## src/rtl/fifo_pkg.sv

```systemverilog
`default_nettype none
// ============================================================================
// Module : fifo_pkg
// Brief  : Shared constants and helpers for the parametrised FIFO family.
// Rev    : 1.0
// ============================================================================
package fifo_pkg;

    localparam int MODE_STD  = 0;
    localparam int MODE_FWFT = 1;

    function automatic int clog2(input int value);
        int result;
        result = 0;
        while ((1 << result) < value) begin
            result = result + 1;
        end
        return result;
    endfunction

endpackage : fifo_pkg
`default_nettype wire

```

## src/rtl/fifo_ram.sv

```systemverilog
`default_nettype none
// ============================================================================
// Module : fifo_ram
// Brief  : DEPTH x DATA_W storage, one synchronous write port, one async read.
// Rev    : 1.0
// ============================================================================
module fifo_ram
    import fifo_pkg::*;
#(
    parameter int DATA_W = 8,
    parameter int DEPTH  = 16,
    parameter int ADDR_W = clog2(DEPTH)
) (
    input  logic              clk,
    input  logic              we,
    input  logic [ADDR_W-1:0] waddr,
    input  logic [DATA_W-1:0] wdata,
    input  logic [ADDR_W-1:0] raddr,
    output logic [DATA_W-1:0] rdata
);

    // Contents are deliberately left uninitialised; occupancy lives in the top.
    logic [DATA_W-1:0] mem_q [DEPTH];

    always_ff @(posedge clk) begin
        if (we) begin
            mem_q[waddr] <= wdata;
        end
    end

    assign rdata = mem_q[raddr];

endmodule : fifo_ram
`default_nettype wire

```

## src/rtl/sync_fifo_param.sv

```systemverilog
`default_nettype none
// ============================================================================
// Module : sync_fifo_param
// Brief  : Single-clock FIFO with FWFT option, almost flags, count and pulses.
// Rev    : 1.0
// ============================================================================
module sync_fifo_param
    import fifo_pkg::*;
#(
    parameter int DATA_W   = 8,
    parameter int DEPTH    = 16,
    parameter int FWFT     = 0,
    parameter int AF_LEVEL = DEPTH - 2,
    parameter int AE_LEVEL = 2
) (
    input  logic                       clk,
    input  logic                       rst_n,
    input  logic                       wr_en,
    input  logic [DATA_W-1:0]          din,
    input  logic                       rd_en,
    output logic [DATA_W-1:0]          dout,
    output logic                       valid,
    output logic                       full,
    output logic                       empty,
    output logic                       almost_full,
    output logic                       almost_empty,
    output logic                       wr_ack,
    output logic                       overflow,
    output logic                       underflow,
    output logic [clog2(DEPTH):0]      data_count
);

    localparam int ADDR_W = clog2(DEPTH);
    localparam logic [ADDR_W:0] C_DEPTH    = (ADDR_W + 1)'(DEPTH);
    localparam logic [ADDR_W:0] C_AF_LEVEL = (ADDR_W + 1)'(AF_LEVEL);
    localparam logic [ADDR_W:0] C_AE_LEVEL = (ADDR_W + 1)'(AE_LEVEL);

    logic [ADDR_W-1:0] wr_ptr_q, wr_ptr_d;
    logic [ADDR_W-1:0] rd_ptr_q, rd_ptr_d;
    logic [ADDR_W:0]   count_q,  count_d;
    logic              full_q,   full_d;
    logic              empty_q,  empty_d;
    logic              af_q,     af_d;
    logic              ae_q,     ae_d;
    logic              wr_ack_q, wr_ack_d;
    logic              ovf_q,    ovf_d;
    logic              udf_q,    udf_d;

    logic              wr_acc;
    logic              rd_acc;
    logic [DATA_W-1:0] ram_rdata;

    // Acceptance uses only registered flags, so a same-cycle read never frees room for a write.
    assign wr_acc = wr_en && !full_q;
    assign rd_acc = rd_en && !empty_q;

    always_comb begin
        wr_ptr_d = wr_ptr_q;
        rd_ptr_d = rd_ptr_q;
        count_d  = count_q;
        if (wr_acc) begin
            wr_ptr_d = wr_ptr_q + 1'b1;
        end
        if (rd_acc) begin
            rd_ptr_d = rd_ptr_q + 1'b1;
        end
        if (wr_acc && !rd_acc) begin
            count_d = count_q + 1'b1;
        end else if (rd_acc && !wr_acc) begin
            count_d = count_q - 1'b1;
        end
        full_d   = (count_d == C_DEPTH);
        empty_d  = (count_d == '0);
        af_d     = (count_d >= C_AF_LEVEL);
        ae_d     = (count_d <= C_AE_LEVEL);
        wr_ack_d = wr_acc;
        ovf_d    = wr_en && full_q;
        udf_d    = rd_en && empty_q;
    end

    always_ff @(posedge clk or negedge rst_n) begin
        if (!rst_n) begin
            wr_ptr_q <= '0;
            rd_ptr_q <= '0;
            count_q  <= '0;
            full_q   <= 1'b0;
            empty_q  <= 1'b1;
            af_q     <= 1'b0;
            ae_q     <= 1'b1;
            wr_ack_q <= 1'b0;
            ovf_q    <= 1'b0;
            udf_q    <= 1'b0;
        end else begin
            wr_ptr_q <= wr_ptr_d;
            rd_ptr_q <= rd_ptr_d;
            count_q  <= count_d;
            full_q   <= full_d;
            empty_q  <= empty_d;
            af_q     <= af_d;
            ae_q     <= ae_d;
            wr_ack_q <= wr_ack_d;
            ovf_q    <= ovf_d;
            udf_q    <= udf_d;
        end
    end

    fifo_ram #(
        .DATA_W (DATA_W),
        .DEPTH  (DEPTH),
        .ADDR_W (ADDR_W)
    ) u_ram (
        .clk   (clk),
        .we    (wr_acc),
        .waddr (wr_ptr_q),
        .wdata (din),
        .raddr (rd_ptr_q),
        .rdata (ram_rdata)
    );

    generate
        if (FWFT == MODE_FWFT) begin : g_fwft
            // Head word is always presented; rd_en only acknowledges it.
            assign dout  = ram_rdata;
            assign valid = !empty_q;
        end else begin : g_std
            logic [DATA_W-1:0] dout_q, dout_d;
            logic              valid_q, valid_d;

            always_comb begin
                dout_d  = dout_q;
                valid_d = rd_acc;
                if (rd_acc) begin
                    dout_d = ram_rdata;
                end
            end

            always_ff @(posedge clk or negedge rst_n) begin
                if (!rst_n) begin
                    dout_q  <= '0;
                    valid_q <= 1'b0;
                end else begin
                    dout_q  <= dout_d;
                    valid_q <= valid_d;
                end
            end

            assign dout  = dout_q;
            assign valid = valid_q;
        end
    endgenerate

    assign full         = full_q;
    assign empty        = empty_q;
    assign almost_full  = af_q;
    assign almost_empty = ae_q;
    assign wr_ack       = wr_ack_q;
    assign overflow     = ovf_q;
    assign underflow    = udf_q;
    assign data_count   = count_q;

endmodule : sync_fifo_param
`default_nettype wire
```

## config.mk

```make
export PLATFORM = sky130hd
export DESIGN_NAME = sync_fifo_param
export DESIGN_NICKNAME = d
export VERILOG_FILES = /design/src/rtl/fifo_pkg.sv /design/src/rtl/fifo_ram.sv /design/src/rtl/sync_fifo_param.sv
export SDC_FILE = /design/constraint.sdc
export NUM_CORES = 1
export LEC_CHECK = 0
export BUFFER_PORTS_ARGS = -buffer_cell sky130_fd_sc_hd__clkbuf_2
export CAP_MARGIN = 15
export CORE_MARGIN = 2
export CORE_UTILIZATION = 30
export DETAILED_ROUTE_END_ITERATION = 8
export PLACE_DENSITY_LB_ADDON = 0.12
export SLEW_MARGIN = 20
export SYNTH_ARGS = -nofsm -noshare
export SYNTH_HDL_FRONTEND = slang
export SYNTH_HIERARCHICAL = 1
export SYNTH_SLANG_ARGS = --single-unit
```

## constraint.sdc

```tcl
create_clock -name clk -period 2.34 [get_ports clk]
set_clock_uncertainty 0.2 [all_clocks]
set_input_delay 0.468 -clock clk [delete_from_list [all_inputs] [get_ports clk]]
set_output_delay 0.468 -clock clk [all_outputs]
set_load 0.01 [all_outputs]
```

======== After elaboration in Yosys (flattened, before gate mapping) ========
Memories as Yosys holds them, arrays and structs flattened. A register that Yosys moved wholly into a read port is not among the register bits.
Index checks and enable logic that the tools add are counted.
word-level totals
  bits in registers ....................... 21
  bits in writable memories ............... 128
  input port bits ......................... 12
  output and inout port bits .............. 21
  word-level logic and storage cells ...... 35
  memories ................................ 1
cells by class
  $add $sub $neg .......................... 4
  order comparisons ....................... 2
  equal/unequal tests ..................... 1
  multiplexer cells ....................... 4
  reductions and logical operators ........ 12
memories
  name         depth  bits a word  read ports  clocked after Yosys merged registers in  write ports  RTL line        source
  u_ram.mem_q  16     8            1           1                                        1            fifo_ram.sv:23  logic [DATA_W-1:0] mem_q [DEPTH];
operators by type and width
  cell                                                                              count
  5-bit 2-to-1 mux                                                                  2
  4-bit by 1-bit adder with 4-bit output, second input constant                     2
  1-bit logical AND                                                                 6
  5-bit by 1-bit adder with 5-bit output, second input constant                     1
  5-bit == test, second input constant                                              1
  5-bit by 4-bit >= comparator with 1-bit output, second input constant             1
  5-bit by 2-bit less-or-equal comparator with 1-bit output, second input constant  1
  1-bit zero test                                                                   5
  5-bit zero test                                                                   1
  5-bit by 1-bit subtractor with 5-bit output, second input constant                1
  1-bit 2-to-1 mux                                                                  2

======== Depth between registers and ports, before layout ========
  depth in word-level cells ............... 7
  gate-level depth with buffers ........... 7
  mapped depth without buffers ............ 7

======== Modules after synthesis ========
The synthesis kept the hierarchy.
by module, submodules not included
  module           times used  cells an instance  area an instance (um^2)  sequential area each (um^2)
  fifo_ram         1           221                4,987.3                  3,843.7
  sync_fifo_param  1           111                1,275.0                  728.2

======== Worst setup path before layout ========
OpenSTA, ideal clock, no wires.
  kind .................................... register to register
  from .................................... register full_q (netlist: full)
  to ...................................... memory u_ram.mem_q[0][0] (enable)
  setup time .............................. 383 ps
  arrival ................................. 1,793 ps
  required time ........................... 1,757 ps
  path slack .............................. -36 ps
  stages on the path, launching flop included .. 5
  buffers on the path ..................... 0
  period minus slack after synthesis ...... 2,376 ps
  cells stage by stage .................... dfrtp_1 nand2b_4 inv_6 or3b_2 nor3_1
on the way
  longest elaborated chain between the ends .. 4
RTL lines
  what                                    RTL line               source
  from (decl)                             sync_fifo_param.sv:41  logic full_q, full_d;
  from (signal assigned)                  sync_fifo_param.sv:97  full_q <= full_d;
  1-bit zero test                         sync_fifo_param.sv:54  assign wr_acc = wr_en && !full_q;
  1-bit logical AND                       sync_fifo_param.sv:54
  named net wr_acc                        sync_fifo_param.sv:49  logic wr_acc;
  1-bit 2-to-1 mux                        fifo_ram.sv:26         if (we) begin
  1-bit 2-to-1 mux (not written as such)  fifo_ram.sv:27         mem_q[waddr] <= wdata;
  to (decl)                               fifo_ram.sv:23
The timed path passes the listed nets, and every way through them passes these cells.

==> impl_metrics.yaml <==
status:
  status: "finished, final reports clean"
clocking:
  clk_pin_slew_worst_paths_ns: 0.07
  cts_made_buffers: 17
  cts.sinks: 157
  cts_root_buffer: "clkbuf_16"
  cts_tree: "yes"
  clockBufferDepth: 2
  clk_latency_ns: 0.43
  htreeDepth: 4
layout:
  fill_cells: 1916
  nets: 413
  fin_area_sq_um: 7470
  drive_gt1_share_pct: 30.5
  n_antenna_cell: 0
  syn_to_final_growth_pct: 19.3
synth:
  yosysTopAreaCellShare_pct: 61.4
  yosysTopAreaCell: "edfxtp_1"
  yosysMostFrequentCell: "edfxtp_1"
  synth-edff-count: 128
  synth_common_cells: "edfxtp_1 (128), nand2_1 (43), dfrtp_1 (27)"
  synth_flop_cell: "edfxtp_1"
  synth-seq-cells: 157
  yosysSeqAreaShare_pct: 73.0
  synthArstFlopShare_pct: 18.5
  syn_nets: 348
  synth_area_leaders: "edfxtp_1 (61%), dfrtp_1 (11%), mux4_2 (6.5%), mux4_1 (5.9%), nand2_1 (2.6%)"
  syn_area_sq_um: 6260
  yosysWarnings: 6
  synth_cell_types: 44
  synth_area_per_cell_sq_um: 18.9
  syn_inst: 332
global_routing:
  grt-ovfl-total: 0
  grt_max_degree: 36
  grt_pass1_vias: 3329
  antenna_found_initial: 0
  grt_usage_pct: 13.7
  grt_pass1_wl_um: 21300
place:
  place_congestion: 0.697
  dpl.hpwl_um: 8830
  place_area_sq_um: 6890
  port_buffers: 32
setup_path:
  critPathMaxFanout: 24
  arrival_ns: 2.39
  worst_path_largest_cell_delay_ns: 0.59
  crit_buf_inv: 2
  regToRegSetupSlack_ns: 0.06
  crit_type: "flip-flop to flip-flop"
  cpMostUsedCell: "nand2_1"
  reg2reg_depth: 7
  endpoint_kind: "flip-flop"
  cp-start-kind: "flip-flop"
  cpMaxStageDelayCell: "mux4_1"
  critical-path-top-delay-family: "multiplexers"
  r2r-start: "rd_ptr_q[0]"
  rr_endpoint: "dout[2]"
  crit_chain: "buf_12, mux4_1, a22oi_1, buf_4, nand2_1, nand2_1, nand2_1"
  crit_required_ns: 2.45
job:
  maxCapViolCount: 0
detailed_routing:
  firstDrtPassIters: 4
  dr_total_vias: 3161
  via_per_inst: 4.65
  drc: 0
  wl_per_cell_um: 20.7
  detail-route-antenna-nets: 0
  wirelength_um: 14100
  first_iter_violations: 298
sta:
  setup_tns_ns: 0
  final_hold_viol_count: 0
  fin_crit_sh_pct: 97.2
  final_max_slew_viol_count: 0
  fin_crit_ns: 2.28
  worstMarginPinSlew_ns: 0.775
  finalSetupViolCount: 0
  rsz0062_at_grt: "false"
  maxSlewHeadroom_pct: 48.4
  fmax_ghz: 0.439
die:
  start_util_pct: 30.8
  die_x_um: 148
  row_count: 52
  coreArea_sq_um: 20400
  die_h_um: 148
  ios: 33
  floorplan.die_area_sq_um: 22000
min_path:
  min_to: "overflow"
  hold_path_depth: 2
  hold_path.class: "input pin to flip-flop"
  min_from: "wr_en"
power:
  power_density_nw_per_um2: 1240
  ir_drop_uv: 496
  p_leak_nw: 2.69
==> routing by layer <==
layer  wire length (um)  GRT usage, %
met1               6560          18.7
met2               6840          21.8
met3                463          3.25
met4                189          4.57
met5                  0             0
==> what timing repair did <==
| item | 4_1_cts | 5_1_grt |
|---|---|---|
| hold buffers | 1 | 0 |
| resized for setup | 0 | 0 |
| setup endpoints to repair | 0 | 0 |
| endpoints found under the hold margin | 27 | 0 |
| buffers inserted | 0 | 0 |
==> area by class of cell <==
type                       instances  area (sq um)  share of cell area (%)
sequential                       157          4570                    61.2
multi-input combinational        158          1580                    21.1
clock buffer                      20           437                    5.85
timing repair buffer              58           383                    5.13
tap                              270           338                    4.52
clock inverter                    12           136                    1.83
inverter                           5          26.3                   0.352
==> sequential cells by signal, summed over array words and instances, names as in the netlist <==
signal and cells:
u_ram/mem_q 128, dout 8, data_count 5, rd_ptr_q 4, wr_ptr_q 4, almost_empty 1
almost_full 1, empty 1, full 1, overflow 1, underflow 1, valid 1
wr_ack 1
==> cells in the final DEF (no fill, tap or decap), drive strengths merged, types with 2 or more instances in the layout <==
master | netlist | final
edfxtp | 128 | 128
clkbuf | 2 | 52
nand2 | 43 | 43
mux4 | 32 | 32
dfrtp | 27 | 27
buf | 7 | 25
nor2 | 18 | 18
a22oi | 17 | 17
xnor2 | 9 | 9
inv | 5 | 9
nor3 | 5 | 5
ha | 4 | 4
nand2b | 4 | 4
nor4 | 3 | 3
and2 | 3 | 3
clkinvlp | 0 | 3
nand3 | 3 | 3
clkinv | 0 | 3
nand4 | 2 | 2
dfstp | 2 | 2
bufinv | 0 | 2
nand3b | 2 | 2
==> power by group <==
part | internal (W) | total (W) | switching [W]
registers | 0.00350 | 0.00380 | 0.000296
clock network | 0.00158 | 0.00270 | 0.00112
logic | 0.00124 | 0.00277 | 0.00153
total | 0.00632 | 0.00927 | 0.00295
==> logic make-up (layout without fill, tap and decap cells) <==
kind of cell	count (synthesis)	in the layout	synth area share, %
AND/OR/NAND/NOR	88	88	6.85
adder cells (fa/ha/maj)	4	4	0.799
flip-flops	157	157	73.0
buffers and inverters	17	95	1.92
AO/OA/AOI/OAI	23	23	3.26
XOR/XNOR	10	10	1.64
multiplexers	33	33	12.5
==> metrics by stage <==
stage	hold slack (ns)	cells	setup slack (ns)	util (%)	power (W)
final	0.102	680	0.0644	36.7	0.00927
after global routing	0.0959	680	0.0166	36.7	0.00978
after CTS	0.0844	680	0.133	36.7	0.00941
after detailed placement	0.275	647	0.136	33.8	0.00669
after global placement	0.263	647	0.131	33.8	0.00670
after floorplan	-0.0276	332	0.191	-	0.00567
==> worst reg2reg max path, delay by kind of cell (launching register included) <==
family | cells | cell delay (ns)
AO/OA/AOI/OAI | 1 | 0.42
buffers and inverters | 2 | 0.41
flip-flops | 1 | 0.37
multiplexers | 1 | 0.61
AND/OR/NAND/NOR | 3 | 0.15
==> worst max-delay path by stage <==
stage,slack [ns],start,end,depth (start not counted)
after global placement,0.13,rd_ptr_q[0],dout[0],6
after detailed placement,0.14,rd_ptr_q[0],dout[0],6
after CTS,0.13,rd_ptr_q[0],dout[2],7
after floorplan,0.19,full,u_ram/mem_q[2][0],4
after global routing,0.02,empty,empty,6
final,0.06,rd_ptr_q[0],dout[2],7
No activity file was read; power rests on OpenSTA's default activity.
